**config.mk**
```make
export PLATFORM = sky130hd
export DESIGN_NAME = scr1_pipe_ialu_muldiv_flat
export DESIGN_NICKNAME = d
export VERILOG_FILES = /design/src/rtl/scr1_pipe_ialu_muldiv_if.sv /design/src/rtl/scr1_pipe_ialu_muldiv.sv /design/src/flat_wrapper.sv
export SDC_FILE = /design/constraint.sdc
export NUM_CORES = 1
export LEC_CHECK = 0
export CORE_ASPECT_RATIO = 2
export CORE_UTILIZATION = 47
export DETAILED_ROUTE_END_ITERATION = 10
export HOLD_SLACK_MARGIN = 0.08
export MAX_ROUTING_LAYER = met4
export PLACE_DENSITY_LB_ADDON = 0.15
export SLEW_MARGIN = 15
export SYNTH_ARGS = -nofsm -noshare
export SYNTH_HDL_FRONTEND = slang
export SYNTH_SLANG_ARGS = --single-unit
```
**constraint.sdc**
```tcl
create_clock -name clk -period 11.9 [get_ports clk]
set_input_delay 2.975 -clock clk [delete_from_list [all_inputs] [get_ports clk]]
set_output_delay 2.975 -clock clk [all_outputs]
set_load 0.05 [all_outputs]
```
**src/rtl/scr1_pipe_ialu_muldiv_if.sv**
```systemverilog
// Command/result bundle between the IALU pipeline (master) and the iterative
// RV32M multiply/divide unit (slave).
//   rvm_cmd_vd_i  : command valid, held high until the result is taken
//   cmd_i         : RV32M funct3 (MUL..REMU)
//   op1_i / op2_i : rs1 (dividend) / rs2 (divisor)
//   rvm_res_rdy_o : one-cycle result-ready pulse
//   res_o         : result, meaningful only while rvm_res_rdy_o=1
//   busy_o        : unit is iterating or correcting
interface scr1_pipe_ialu_muldiv_if #(
  parameter int XLEN = 32
);
  logic            rvm_cmd_vd_i;
  logic [2:0]      cmd_i;
  logic [XLEN-1:0] op1_i;
  logic [XLEN-1:0] op2_i;
  logic            rvm_res_rdy_o;
  logic [XLEN-1:0] res_o;
  logic            busy_o;

  modport master (
    output rvm_cmd_vd_i, cmd_i, op1_i, op2_i,
    input  rvm_res_rdy_o, res_o, busy_o
  );

  modport slave (
    input  rvm_cmd_vd_i, cmd_i, op1_i, op2_i,
    output rvm_res_rdy_o, res_o, busy_o
  );
endinterface

```
**src/rtl/scr1_pipe_ialu_muldiv.sv**
```systemverilog
// Iterative RV32M multiply/divide unit for the IALU.
// Operands are latched as magnitudes plus sign flags; 32 radix-2 steps run in
// ITER (shift-add multiply or restoring divide), then CORR applies the sign
// fix-up and returns the selected word with a one-cycle rvm_res_rdy_o pulse.
// Ports:
//   clk   : IALU clock
//   rst_n : asynchronous active-low reset
//   rvm   : slave side of scr1_pipe_ialu_muldiv_if (command in, result out)
// Optional build macro SCR1_RVM_FAST_MUL_EN: multiplies use a combinational
// 33x33 signed multiplier and go IDLE -> CORR (result one cycle after the
// command); divides stay iterative.
module scr1_pipe_ialu_muldiv #(
  parameter int XLEN       = 32,
  parameter int ITER_CNT_W = 5
) (
  input logic                    clk,
  input logic                    rst_n,
  scr1_pipe_ialu_muldiv_if.slave rvm
);

  generate
    if (XLEN != 32 || ITER_CNT_W != 5) begin : g_bad_cfg
      $error("scr1_pipe_ialu_muldiv supports XLEN=32, ITER_CNT_W=5 only");
    end
  endgenerate

  typedef enum logic [1:0] {IDLE, ITER, CORR} state_t;

  state_t                state, state_nxt;
  logic [ITER_CNT_W-1:0] cnt;
  logic [2*XLEN-1:0]     acc;      // mul: {partial hi, multiplier}; div: {rem, quo}
  logic [XLEN-1:0]       opr;      // mul: multiplicand; div: divisor magnitude
  logic [2:0]            cmd_r;
  logic                  s1_r, s2_r, dz_r;

  // Command decode on the live inputs (only used in IDLE)
  logic            is_div, sgn1, sgn2, neg1, neg2, is_fast;
  logic [XLEN-1:0] mag1, mag2;

  assign is_div = rvm.cmd_i[2];
  assign sgn1   = is_div ? ~rvm.cmd_i[0]
                         : (rvm.cmd_i[1:0] == 2'd1) || (rvm.cmd_i[1:0] == 2'd2);
  assign sgn2   = is_div ? ~rvm.cmd_i[0] : (rvm.cmd_i[1:0] == 2'd1);
  assign neg1   = sgn1 & rvm.op1_i[XLEN-1];
  assign neg2   = sgn2 & rvm.op2_i[XLEN-1];
  assign mag1   = neg1 ? -rvm.op1_i : rvm.op1_i;
  assign mag2   = neg2 ? -rvm.op2_i : rvm.op2_i;

`ifdef SCR1_RVM_FAST_MUL_EN
  logic signed [XLEN:0]     fm_a, fm_b;
  logic signed [2*XLEN+1:0] fm_p;
  assign fm_a    = $signed({neg1, rvm.op1_i});
  assign fm_b    = $signed({neg2, rvm.op2_i});
  assign fm_p    = fm_a * fm_b;
  assign is_fast = ~is_div;
`else
  assign is_fast = 1'b0;
`endif

  // One multiply step: add multiplicand if multiplier LSB set, shift right
  logic [XLEN:0]     mul_sum;
  logic [2*XLEN-1:0] mul_step;
  assign mul_sum  = {1'b0, acc[2*XLEN-1:XLEN]} + (acc[0] ? {1'b0, opr} : '0);
  assign mul_step = {mul_sum, acc[XLEN-1:1]};

  // One restoring divide step: shift {rem,quo} left, trial-subtract divisor.
  // rem < divisor always holds, so the shifted remainder needs only XLEN+1 bits.
  logic [XLEN:0]     div_sh;
  logic [XLEN+1:0]   div_diff;
  logic              div_ok;
  logic [2*XLEN-1:0] div_step;
  assign div_sh   = acc[2*XLEN-1:XLEN-1];
  assign div_diff = {1'b0, div_sh} - {2'b0, opr};
  assign div_ok   = ~div_diff[XLEN+1];
  assign div_step = {div_ok ? div_diff[XLEN-1:0] : div_sh[XLEN-1:0],
                     acc[XLEN-2:0], div_ok};

  // Sign correction; a zero divisor keeps the all-ones quotient as is, and the
  // remainder negation by dividend sign restores op1 exactly.
  logic [2*XLEN-1:0] prod_c;
  logic [XLEN-1:0]   quo_c, rem_c, result;
  assign prod_c = (s1_r ^ s2_r) ? -acc : acc;
  assign quo_c  = ((s1_r ^ s2_r) & ~dz_r) ? -acc[XLEN-1:0] : acc[XLEN-1:0];
  assign rem_c  = s1_r ? -acc[2*XLEN-1:XLEN] : acc[2*XLEN-1:XLEN];

  always_comb begin
    result = '0;
    case (cmd_r)
      3'd0:             result = prod_c[XLEN-1:0];
      3'd1, 3'd2, 3'd3: result = prod_c[2*XLEN-1:XLEN];
      3'd4, 3'd5:       result = quo_c;
      default:          result = rem_c;
    endcase
  end

  always_comb begin
    state_nxt = state;
    case (state)
      IDLE:    if (rvm.rvm_cmd_vd_i) state_nxt = is_fast ? CORR : ITER;
      ITER:    if (!rvm.rvm_cmd_vd_i) state_nxt = IDLE;
               else if (cnt == '0)    state_nxt = CORR;
      CORR:    state_nxt = IDLE;
      default: state_nxt = IDLE;
    endcase
  end

  always_ff @(posedge clk or negedge rst_n) begin
    if (!rst_n) begin
      state <= IDLE;
      cnt   <= '0;
      acc   <= '0;
      opr   <= '0;
      cmd_r <= '0;
      s1_r  <= 1'b0;
      s2_r  <= 1'b0;
      dz_r  <= 1'b0;
    end else begin
      state <= state_nxt;
      if (state == IDLE && rvm.rvm_cmd_vd_i) begin
        cmd_r <= rvm.cmd_i;
        cnt   <= ITER_CNT_W'(XLEN-1);
        dz_r  <= (rvm.op2_i == '0);
        opr   <= is_div ? mag2 : mag1;
        acc   <= {{XLEN{1'b0}}, is_div ? mag1 : mag2};
        s1_r  <= neg1;
        s2_r  <= neg2;
`ifdef SCR1_RVM_FAST_MUL_EN
        if (is_fast) begin
          // Product is already signed; no correction needed in CORR
          acc  <= fm_p[2*XLEN-1:0];
          s1_r <= 1'b0;
          s2_r <= 1'b0;
        end
`endif
      end else if (state == ITER) begin
        acc <= cmd_r[2] ? div_step : mul_step;
        cnt <= cnt - 1'b1;
      end
    end
  end

  // Dropping valid in CORR is a flush: no pulse that cycle
  assign rvm.rvm_res_rdy_o = (state == CORR) & rvm.rvm_cmd_vd_i;
  assign rvm.res_o         = rvm.rvm_res_rdy_o ? result : '0;
  assign rvm.busy_o        = (state != IDLE);

endmodule

```
**src/flat_wrapper.sv**
```systemverilog
// flat-port wrapper written by rule: the top's interface ports become plain ports
module scr1_pipe_ialu_muldiv_flat 
#(
  parameter int XLEN       = 32,
  parameter int ITER_CNT_W = 5
)
  (clk, rst_n, rvm_rvm_cmd_vd_i, rvm_cmd_i, rvm_op1_i, rvm_op2_i, rvm_rvm_res_rdy_o, rvm_res_o, rvm_busy_o);
  scr1_pipe_ialu_muldiv_if #(.XLEN(XLEN)) rvm_i ();
  input logic clk;
  input logic rst_n;
  input wire logic [$bits(rvm_i.rvm_cmd_vd_i)-1:0] rvm_rvm_cmd_vd_i;
  input wire logic [$bits(rvm_i.cmd_i)-1:0] rvm_cmd_i;
  input wire logic [$bits(rvm_i.op1_i)-1:0] rvm_op1_i;
  input wire logic [$bits(rvm_i.op2_i)-1:0] rvm_op2_i;
  output wire logic [$bits(rvm_i.rvm_res_rdy_o)-1:0] rvm_rvm_res_rdy_o;
  output wire logic [$bits(rvm_i.res_o)-1:0] rvm_res_o;
  output wire logic [$bits(rvm_i.busy_o)-1:0] rvm_busy_o;
  assign rvm_i.rvm_cmd_vd_i = rvm_rvm_cmd_vd_i;
  assign rvm_i.cmd_i = rvm_cmd_i;
  assign rvm_i.op1_i = rvm_op1_i;
  assign rvm_i.op2_i = rvm_op2_i;
  assign rvm_rvm_res_rdy_o = rvm_i.rvm_res_rdy_o;
  assign rvm_res_o = rvm_i.res_o;
  assign rvm_busy_o = rvm_i.busy_o;
  scr1_pipe_ialu_muldiv #(.XLEN(XLEN), .ITER_CNT_W(ITER_CNT_W)) u_core (.clk(clk), .rst_n(rst_n), .rvm(rvm_i));
endmodule
```
==> Word-level counts from Yosys, hierarchy flattened <==
Index checks and enable logic that the tools add are counted.
{ "classes": {"mux": 22, "n_eq_ne": 11, "bitwise": 8, "add_sub_neg": 8, "n_reduce_logical": 11} }
{ "op_table": {"columns": ["op", "n"], "rows": [
  ["32-bit 2-to-1 mux", 9],
  ["64-bit 2-to-1 mux", 4],
  ["32-bit negation", 4],
  ["32-bit case mux with 3 select lines", 1],
  ["64-bit negation", 1],
  ["33-bit by 32-bit subtractor with 34-bit output", 1],
  ["32-bit by 33-bit adder with 33-bit output", 1],
  ["32-bit zero test", 1],
  ["5-bit 2-to-1 mux", 2],
  ["3-bit by 2-bit equality test with 1-bit output, second input constant", 2],
  ["3-bit equality test, second input constant", 2],
  ["2-bit 2-to-1 mux", 3],
  ["5-bit zero test", 1],
  ["5-bit by 1-bit subtractor with 5-bit output, second input constant", 1],
  ["1-bit AND", 4],
  ["2-bit by 1-bit equality test with 1-bit output, second input constant", 2],
  ["2-bit equality test, second input constant", 2],
  ["2-bit case mux with 2 select lines", 1],
  ["2-bit nonzero test", 2],
  ["3-bit by 1-bit equality test with 1-bit output, second input constant", 1],
  ["3-bit zero test", 1],
  ["3-bit by 2-bit != test with 1-bit output, second input constant", 1],
  ["1-bit inverter", 3],
  ["3-bit OR reduction", 1],
  ["8 further kinds", 9]
]} }
{ "word_totals": {"output_inout_bits": 34, "register_bits": 109, "wordCells": 68, "in_bits": 70} }

==> Depth between registers and ports, before layout <==
Gate-level depths: netlist of the first run.
{ "logic_depth": {"ltp_word": 7, "depth_mapped": 15, "depth_no_buf": 13} }

==> Least setup slack after synthesis of the first run <==
OpenSTA, ideal clock, no wires.
{ "synth_path": {"kind": "input -> output", "startpoint": "in rvm_rvm_cmd_vd_i", "endpoint": "out rvm_res_o[0]", "path_stages": 3, "t_required_ps": 8925, "path_slack_ps": 4028, "arrival_ps": 4897, "n_path_buf": 1, "path_cell_list": "nand3b_1 clkbuf_1 nor4_1"} }
{ "synth_between": {"elab_chain_len": 2} }
{ "synth_lines": {"columns": ["item", "line_no", "text"], "rows": [
  ["start: declaration", "flat_wrapper.sv:11", "input wire logic [$bits(rvm_i.rvm_cmd_vd_i)-1:0] rvm_rvm_cmd_vd_i;"],
  ["1-bit AND", "scr1_pipe_ialu_muldiv.sv:143", "assign rvm.rvm_res_rdy_o = (state == CORR) & rvm.rvm_cmd_vd_i;"],
  ["32-bit 2-to-1 mux", "scr1_pipe_ialu_muldiv.sv:144", "assign rvm.res_o = rvm.rvm_res_rdy_o ? result : '0;"],
  ["end: declaration", "flat_wrapper.sv:16", "output wire logic [$bits(rvm_i.res_o)-1:0] rvm_res_o;"]
]} }
Every way passes these cells.

==> Worst setup path after layout of the first run <==
{ "layout_path": {"startpoint": "in rvm_rvm_cmd_vd_i", "endpoint": "out rvm_res_o[17]"} }
Same word-level chain as after synthesis.

==> impl_metrics.json, run 1 <==
{
  "vias": 14230,
  "r2r_cells": 12,
  "drv_cap": 0,
  "status": "finished, final reports clean",
  "setup_viol": 0,
  "seq_power_share_pct": 23.6,
  "p_sw_w": 0.00156,
  "overflow": 0,
  "p_per_area_nw_per_um2": 194,
  "post-route-period-util_pct": 74.5,
  "final_net_count": 2052,
  "finalSetupTns_ps": 0,
  "core_area_um2": 29000,
  "finalHoldViolations": 0,
  "synth_top_family_by_area": "compound AO/OA/AOI/OAI gates",
  "p_comb_share_pct": 65.4,
  "via_per_inst": 6.26,
  "htreeDepth": 3,
  "synth_enable_flop_cells": 0,
  "drc_errors": 0,
  "syn_inst": 1932,
  "final_common_cell": "nand2_1",
  "syn_nets": 2075,
  "nFillCells": 2943,
  "die_h_um": 245,
  "min-delay-start": "u_core.opr[3]",
  "dp_hpwl_mm": 37.6,
  "numClockSinks": 109,
  "clock_latency_ps": 390,
  "synth-seq-cells": 109,
  "grt_first_pass_wirelength_mm": 74.9,
  "drt-met1-wl_mm": 18.5,
  "holdPathStages": 2,
  "intPower_w": 0.00139,
  "rr_endpoint": "u_core.acc[61]",
  "worstPathRequired_ps": 8930,
  "cts_root_buffer": "clkbuf_16",
  "globalplace.congestion": 0.990,
  "dieArea_um2": 30200,
  "r2r-start": "u_core.acc[0]",
  "ys_seq_area_share_pct": 19.7,
  "synthFlopType": "dfrtp_1",
  "critPathLaunchType": "input pin",
  "cts_hold_buf": 0,
  "ant_nets": 0,
  "route.met2.wl_mm": 24.2,
  "antenna_found_initial": 0,
  "min_period_ps": 8870,
  "postCtsSetupBuffers": 0,
  "drive_gt1_share_pct": 3.45,
  "top_layer": "met4",
  "p_total_w": 0.00295,
  "grt_max_degree": 86,
  "start_util_pct": 47.9,
  "p_leak_nw": 6.15,
  "grt_pass1_vias": 13777,
  "routed_wl_mm": 48.4,
  "yosys.cell_types.count": 79,
  "clock_power_share_pct": 10.9,
  "fin_skew_ps": 17.9,
  "rows": 88,
  "portBuffers": 103,
  "cts_made_buffers": 9,
  "synth_area_um2": 13900,
  "synth_top_cell_by_area": "dfrtp_1",
  "arrival_ps": 5890,
  "peakVddDrop_uv": 78.8,
  "synth_xor_area_share_pct": 14.4,
  "area_growth_pct": 9.68,
  "synth_top_area_share_pct": 19.7,
  "max_clock_freq_mhz": 113,
  "post-route-util_pct": 52.5,
  "relSlewSlack_pct": 26.5,
  "grtUsageTotal_pct": 33.6,
  "clk_pin_slew_ps": 80,
  "end_kind": "primary output",
  "wl_per_cell_um": 21.3,
  "synthAdderAreaFrac_pct": 6.70,
  "synth_warnings": 0,
  "wl_met3_mm": 2.02,
  "most-common-layout-cells": "nand2_1 (216), nor2_1 (179), o21ai_0 (171), a21oi_1 (167), xnor2_1 (115)",
  "tritoncts": "done",
  "io_pins": 104,
  "synth-simple-area-share_pct": 20.5,
  "synth_area_leaders": "dfrtp_1 (20%), xnor2_1 (7.3%), xor2_1 (7.1%), ha_1 (6.4%), o21ai_0 (6.2%)",
  "diodes": 0,
  "synth-compound-area-share_pct": 29.5,
  "min_to": "u_core.opr[3]",
  "crit_fanout": 23,
  "min_path_type": "reg2reg",
  "cts_buffer_depth": 2,
  "r2r_slack_ps": 7000,
  "path_class": "in2out",
  "async_flop_share_pct": 100,
  "fin_ws_ps": 3030,
  "rsz0062_at_grt": "false",
  "avgSynthCellArea_um2": 7.17,
  "ctsResizeCount": 0,
  "place_inst": 2258,
  "drt_iter0_markers": 1095,
  "dp_slack_ps": 3090,
  "final_cells": 2274,
  "synth.area.mux_share_pct": 3.11,
  "die_w_um": 123,
  "drt_pass1_iterations": 7,
  "p_sw_share_pct": 52.8,
  "tightestPinTransition_ps": 1070,
  "slew_viol_final": 0
}
registers in the layout, indices dropped and copies added, names as in the netlist:
signal        count
u_core.s1_r       1
u_core.dz_r       1
u_core.state      2
u_core.cmd_r      3
u_core.opr       32
u_core.acc       64
u_core.cnt        5
u_core.s2_r       1
cell usage after synthesis (all sizes together), types with 3 or more instances:
library cell,number
nand2,216
o21ai,204
nor2,182
a21oi,167
clkbuf,139
xnor2,116
xor2,112
dfrtp,109
ha,71
inv,66
o211ai,53
mux2i,43
nor3,41
o31ai,38
o221ai,26
nand3,25
nor4,24
or3,22
a21o,21
a211oi,19
a31oi,18
a22oi,17
nand2b,17
or4,17
buf,15
and3,12
o41ai,12
a221oi,11
nor2b,10
or2,10
nand4,9
and2,8
o211a,8
o21a,7
o21bai,7
nor3b,6
a211o,5
a221o,5
o22ai,4
a21boi,3
a41o,3
nand3b,3
worst max-delay path, cell delays in order:
cell and delay, ps:
clkdlybuf4s50_1 440, nand3b_1 90, buf_4 330, clkinv_1 560, nand2b_1 350, a21oi_1 70, o21ai_1 100, o21ai_1 180
clkdlybuf4s50_1 760
stage by stage:
| stage | area [um^2] | hold WS, ps |
|---|---|---|
| global route | 15200 | 515 |
| global placement | 14900 | 464 |
| finish | 15200 | 492 |
| floorplan | 13900 | 450 |
| detailed placement | 14900 | 477 |
| CTS | 15200 | 497 |
power by group through the flow:
stage / sequential [W] / clock [W] / combinational (W)
global placement: 0.000691 / 0 / 0.00189
global route: 0.000715 / 0.000336 / 0.00213
finish: 0.000698 / 0.000322 / 0.00193
detailed placement: 0.000696 / 0 / 0.00190
floorplan: 0.000542 / 0 / 0.00156
CTS: 0.000689 / 0.000326 / 0.00191
cells by family (layout without fill, tap and decap cells):
| family | count (synthesis) | count (layout) |
|---|---|---|
| buffers and inverters | 221 | 203 |
| multiplexers | 43 | 43 |
| flip-flops | 109 | 109 |
| AND/OR/NAND/NOR | 608 | 608 |
| XOR/XNOR | 228 | 228 |
| adder cells (fa/ha/maj) | 73 | 73 |
| AO/OA/AOI/OAI | 650 | 650 |
per-layer routing:
metal / vias up / GRT usage, %
li1: 6908 / -
met1: 6655 / 36.6
met2: 493 / 56.2
met3: 174 / 3.37
met4: 0 / 23.9
met5: - / -
how the worst max path moves through the flow:
stage                     startpoint  slack, ps       endpoint  cells past startpoint
floorplan           rvm_rvm_cmd_vd_i       4030   rvm_res_o[0]                      3
global placement    rvm_rvm_cmd_vd_i       3050  rvm_res_o[17]                      9
detailed placement  rvm_rvm_cmd_vd_i       3090  rvm_res_o[17]                      9
CTS                 rvm_rvm_cmd_vd_i       3070  rvm_res_o[17]                      9
global route        rvm_rvm_cmd_vd_i       2920  rvm_res_o[17]                      9
finish              rvm_rvm_cmd_vd_i       3030  rvm_res_o[17]                      9
cell type report:
class / instances / area [um^2] / area share, %
clock buffers: 9 / 225 / 1.48
inverters: 67 / 251 / 1.65
repair buffers: 120 / 1150 / 7.57
multi-input cells: 1602 / 10300 / 67.9
flip-flops and latches: 109 / 2730 / 18.0
clock inverters: 7 / 63.8 / 0.420
well taps: 360 / 450 / 2.96
Power figures use the tool's default switching activity.
==> inputs of run 2 (changes only) <==
- clock period: 11.9 -> 8.7 ns (I/O delays scaled with it)
==> run 2 against run 1 <==
Sequential share of layout area fell by 0.078 points; clock skew fell by 0.91 ps; critical path depth did not move; combinational power rose by 36%; final area rose by 0.44%; die area did not move; largest cell class unchanged; total power rose by 38%; worst hold slack got worse by 3.5 ps.
==> impl_metrics.json, run 2 (synthesis gave the netlist of run 1 again) <==
{
  "status": "finished, final reports clean",
  "r2r-start": "u_core.acc[37]",
  "drt_iter0_markers": 954,
  "grtUsageMet3_pct": 3.90,
  "min-delay-start": "u_core.opr[5]",
  "grt_first_pass_wirelength_mm": 74.9,
  "die_w_um": 123,
  "overflow": 0,
  "most-common-layout-cells": "nand2_1 (216), nor2_1 (179), o21ai_0 (171), a21oi_1 (167), xnor2_1 (115)",
  "routed_wl_mm": 47.9,
  "grtUsageTotal_pct": 33.3,
  "min_period_ps": 7100,
  "htreeDepth": 3,
  "p_comb_share_pct": 64.5,
  "crit_family": "buffers and inverters",
  "drc_errors": 0,
  "path_class": "in2out",
  "finalSetupTns_ps": 0,
  "ctsResizeCount": 0,
  "end_kind": "primary output",
  "antenna_found_initial": 0,
  "drive_gt1_share_pct": 3.60,
  "r2r_cells": 11,
  "min_path_type": "reg2reg",
  "p_leak_nw": 6.19,
  "arrival_ps": 4930,
  "via_per_inst": 6.27,
  "intPower_w": 0.00194,
  "setup_viol": 0,
  "clk_pin_slew_ps": 90,
  "worstPathRequired_ps": 6530,
  "critPathLaunchType": "input pin",
  "ff_latch_area_um2": 2730,
  "p_total_w": 0.00408,
  "fin_skew_ps": 17.0,
  "ant_nets": 0,
  "grt_use_met1_pct": 36.3,
  "wl_per_cell_um": 21.1,
  "cts_made_buffers": 9,
  "area_growth_pct": 10.2,
  "rows": 88,
  "holdPathStages": 2,
  "nFillCells": 2879,
  "post-route-period-util_pct": 81.6,
  "crit_fanout": 23,
  "cp_slowest_stage_delay_ps": 760,
  "slew_viol_final": 0,
  "crit_path_top_delay_cell": "clkdlybuf4s50_1",
  "rr_endpoint": "u_core.acc[61]",
  "cts_root_buffer": "clkbuf_16",
  "min_to": "u_core.opr[5]",
  "vias": 14276,
  "portBuffers": 103,
  "tritoncts": "done",
  "max_clock_freq_mhz": 141,
  "core_area_um2": 29000,
  "holdWs_ps": 488,
  "numClockSinks": 109,
  "dieArea_um2": 30200,
  "crit_path_start": "rvm_rvm_cmd_vd_i",
  "p_sw_w": 0.00214,
  "use_met2_pct": 57.6,
  "peakVddDrop_uv": 135,
  "finalHoldViolations": 0,
  "cts_buffer_depth": 2,
  "dp_hpwl_mm": 37.4,
  "grt_max_degree": 85,
  "cts_hold_buf": 0,
  "grt-busiest-layer": "met2",
  "r2r_slack_ps": 4210,
  "postCtsSetupBuffers": 0,
  "p_per_area_nw_per_um2": 267,
  "p_sw_share_pct": 52.4,
  "start_util_pct": 47.9,
  "grt_pass1_vias": 13791,
  "crit_buf_inv": 4,
  "largest_reg_flops": 64,
  "top_register": "u_core.acc",
  "relSlewSlack_pct": 32.5,
  "final_net_count": 2055,
  "tightestPinTransition_ps": 1010,
  "io_pins": 104,
  "post-route-util_pct": 52.7,
  "die_h_um": 245,
  "multi_input_area_um2": 10300,
  "final_common_cell": "nand2_1",
  "rsz0062_at_grt": "false",
  "globalplace.congestion": 0.995,
  "largestRegisters": "u_core.acc x64, u_core.opr x32, u_core.cnt x5",
  "seq_power_share_pct": 23.5,
  "diodes": 0,
  "clock_power_share_pct": 12.0,
  "clock_latency_ps": 390,
  "path_cells": "clkdlybuf4s50_1 -> nand3b_1 -> buf_4 -> clkinv_1 -> nand2b_1 -> a21oi_1 -> o21ai_1 -> o21ai_1 -> clkdlybuf4s50_1",
  "drv_cap": 0,
  "drt_pass1_iterations": 7
}
[run 2: worst register-to-register path, delay by kind of cell, from the launching register on]
kind / cells / cell delay, ps
compound gates: 7 / 2330
flops: 1 / 680
buf+inv: 1 / 490
simple gates: 2 / 470
fa+ha+maj: 1 / 410
[run 2: how the worst max path moves through the flow]
stage	slack [ps]	cells past startpoint	end
after floorplan	2430	3	rvm_res_o[0]
after global placement	1600	9	rvm_res_o[17]
after detailed placement	1600	9	rvm_res_o[17]
after CTS	1590	9	rvm_res_o[17]
after global routing	1460	10	rvm_res_o[20]
final	1600	9	rvm_res_o[17]
[run 2: metrics by stage]
stage,instances,setup slack (ps),instance area [um^2]
floorplan,1932,2430,13900
global placement,2261,1600,14900
detailed placement,2261,1600,14900
CTS,2277,1590,15300
global route,2277,1460,15300
finish,2277,1600,15300
[run 2: cell type report]
type	count	share of cell area, %
Multi-Input combinational cell	1602	67.6
Sequential cell	109	17.9
Timing Repair Buffer	123	7.69
Tap cell	360	2.95
Inverter	67	1.65
Clock buffer	9	1.48
Clock inverter	7	0.738
[run 2: layer usage]
metal  vias up  share of wire (%)
met4         0                6.1
met2       466                 52
met5         -                  0
li1       6916                  -
met1      6753                 38
met3       141                4.1
[run 2: power by group through the flow]
stage          clock (W)  combinational [W]  sequential (W)
6_report        0.000488            0.00263        0.000959
3_3_place_gp           0            0.00255        0.000952
2_1_floorplan          0            0.00214        0.000741
3_5_place_dp           0            0.00258        0.000957
4_1_cts         0.000491            0.00260        0.000948
5_1_grt         0.000507            0.00289        0.000983
==> patch, RTL diff (flow settings as in run 2) <==
Make the reset (`rst_n`) synchronous in one clocked block. Comments in the files are not updated.
--- a/src/rtl/scr1_pipe_ialu_muldiv.sv
+++ b/src/rtl/scr1_pipe_ialu_muldiv.sv
@@ -106,3 +106,3 @@
 
-  always_ff @(posedge clk or negedge rst_n) begin
+  always_ff @(posedge clk) begin
     if (!rst_n) begin
Function: differs if rst_n is asserted again (counterexample within 4 cycles, from zero or initial values and one cycle with rst_n low); with rst_n held inactive, the same outputs for 10 cycles.
==> patch against run 2 <==
Area after synthesis shrank 2.2%; cell area shrank 2.1%; wire length grew 0.91%; sequential cell count is the same; setup slack lost 0.055 ns; clock skew grew 0.0024 ns; largest cell class unchanged.
Power is not compared: it rests on default switching activity, and its combinational part moved more than twofold at a synthesized area within 25%.
==> patch: results (changes against run 2) <==
- Pre-CTS setup slack: 1.67 ns (was 1.60 ns)
- First-pass iteration count of the detailed router: 6 (was 7)
- CP Launch Point: rvm_rvm_cmd_vd_i (unchanged)
- Number of global-route vias before repair: 13889 (was 13791)
- CP peak stage delay: 0.95 ns (was 0.76 ns)
- R2R cell count: 14 (was 11)
- Starting DRT DRC Count: 1295 (was 954)
- Largest net degree at the start of global routing: 83 (was 85)
- Largest cells by area after synthesis: dfxtp_1 16%, a21oi_1 8.0%, xnor2_1 8.0%, xor2_1 6.7%, ha_1 6.6% (was dfrtp_1 20%, xnor2_1 7.3%, xor2_1 7.1%, ha_1 6.4%, o21ai_0 6.2%)
- # Max-Cap Violations: 0 (unchanged)
- WP data arrival: 4.98 ns (was 4.93 ns)
- N_diodes: 0 (unchanged)
- Worst R2R End: u_core.acc[56] (was u_core.acc[61])
- Worst Setup EP: rvm_res_o[30] (was rvm_res_o[17])
- Skew-Pair Late Insertion Delay: 0.39 ns (about the same)
- Slew HR: 0.151 (was 0.325)
- GP Congestion: 1.05 (was 0.995)
- Synth cell types: 86 (was 79)
- Largest regs: u_core.acc (64), u_core.opr (32), u_core.cnt (5) (unchanged)
- Filler cells: 2896 (was 2879)
- WL final: 48400 microns (was 47900 microns)
- DR WL/cell: 20.9 microns (was 21.1 microns)
- Average size of a mapped cell: 6.88 sq um (was 7.17 sq um)
- Status: finished clean (unchanged)
- Setup Skew: 0.0194 ns (was 0.0170 ns)
- Nets: 2099 (was 2055)
- Clock-pin slew on the worst setup and hold paths: 0.07 ns (was 0.09 ns)
- Final min period: 7.16 ns (was 7.10 ns)
- Switching share of power: 0.434
- Fraction of layout instances using a drive strength above 1: 0.0454 (was 0.0360)
- Post-synth top cells: 226 x nor2_1, 218 x a21oi_1, 190 x nand2_1 (was 216 x nand2_1, 182 x nor2_1, 171 x o21ai_0)
- Worst Path Max Fanout: 29 (was 23)
- Post-DP HPWL: 37500 microns (was 37400 microns)
- Global-route wire length before repair: 75100 microns (was 74900 microns)
- Register area share after synthesis: 0.161 (was 0.197)
- Async SR Flop Fraction: 0 (was 1.00)
- # H-tree levels: 3 (unchanged)
- RR Startpoint: u_core.acc[0] (was u_core.acc[37])
- Clock Root Buffer: clkbuf_16 (unchanged)
- Drt via density: 6.24 (was 6.27)
- Gr usage total: 0.337 (was 0.333)
- Placed cells: 2301 (was 2261)
- HP Class: reg -> reg (unchanged)
- Setup slack, reg-to-reg: 4.47 ns (was 4.21 ns)
[patch: layout make-up]
type                    instances  area [sq um]  share of cell area
inverters                      71           267              0.0178
clock inverters                 6          61.3             0.00410
clock buffers                   9           225              0.0151
well taps                     356           445              0.0298
repair buffers                123          1180              0.0787
flip-flops and latches        109          2190               0.146
multi-input cells            1642         10600               0.708
[patch: critical path, delay by kind of cell]
family	cells	cell delay, ns
buffers and inverters	4	1.92
and+or+nand+nor	1	0.09
AOI/OAI and AO/OA	2	0.78
[patch: kinds of logic after synthesis]
family                     after synthesis  share of synthesized area
DFF                                    109                      0.161
and+or+nand+nor                        626                      0.221
AOI/OAI and AO/OA                      668                      0.305
xor gates and xnor gates               228                      0.147
adders and majority gates               73                     0.0685
buffers and inverters                  220                     0.0618
muxes                                   47                     0.0353
[patch: worst min path at each step]
stage,from,endpoint,cells after the start
final,u_core.opr[13],u_core.opr[13],2
after floorplan,u_core.opr[23],u_core.opr[23],2
after global placement,u_core.opr[10],u_core.opr[10],2
after CTS,u_core.opr[13],u_core.opr[13],2
after detailed placement,u_core.opr[23],u_core.opr[23],2
after global routing,u_core.opr[22],u_core.opr[22],2
[patch: power groups by stage]
stage | registers [mW] | clock network, mW | logic, mW
floorplan | 0.564 | 0 | 0.614
global placement | 0.609 | 0 | 0.802
finish | 0.602 | 0.425 | 0.826
global route | 0.606 | 0.447 | 0.900
CTS | 0.599 | 0.431 | 0.812
detailed placement | 0.611 | 0 | 0.807
[patch: per-stage QoR]
stage / cell area [sq um] / hold WS, ns
floorplan: 13600 / 0.432
global placement: 14700 / 0.441
detailed placement: 14700 / 0.450
CTS: 14900 / 0.459
global route: 14900 / 0.475
finish: 14900 / 0.458
[patch: per-layer routing]
metal	global-route usage	vias to the layer above	routed length, microns
met5	-	-	0
met3	0.0337	186	1920
li1	-	6997	-
met1	0.350	6758	18200
met4	0.231	0	3590
met2	0.585	511	24700
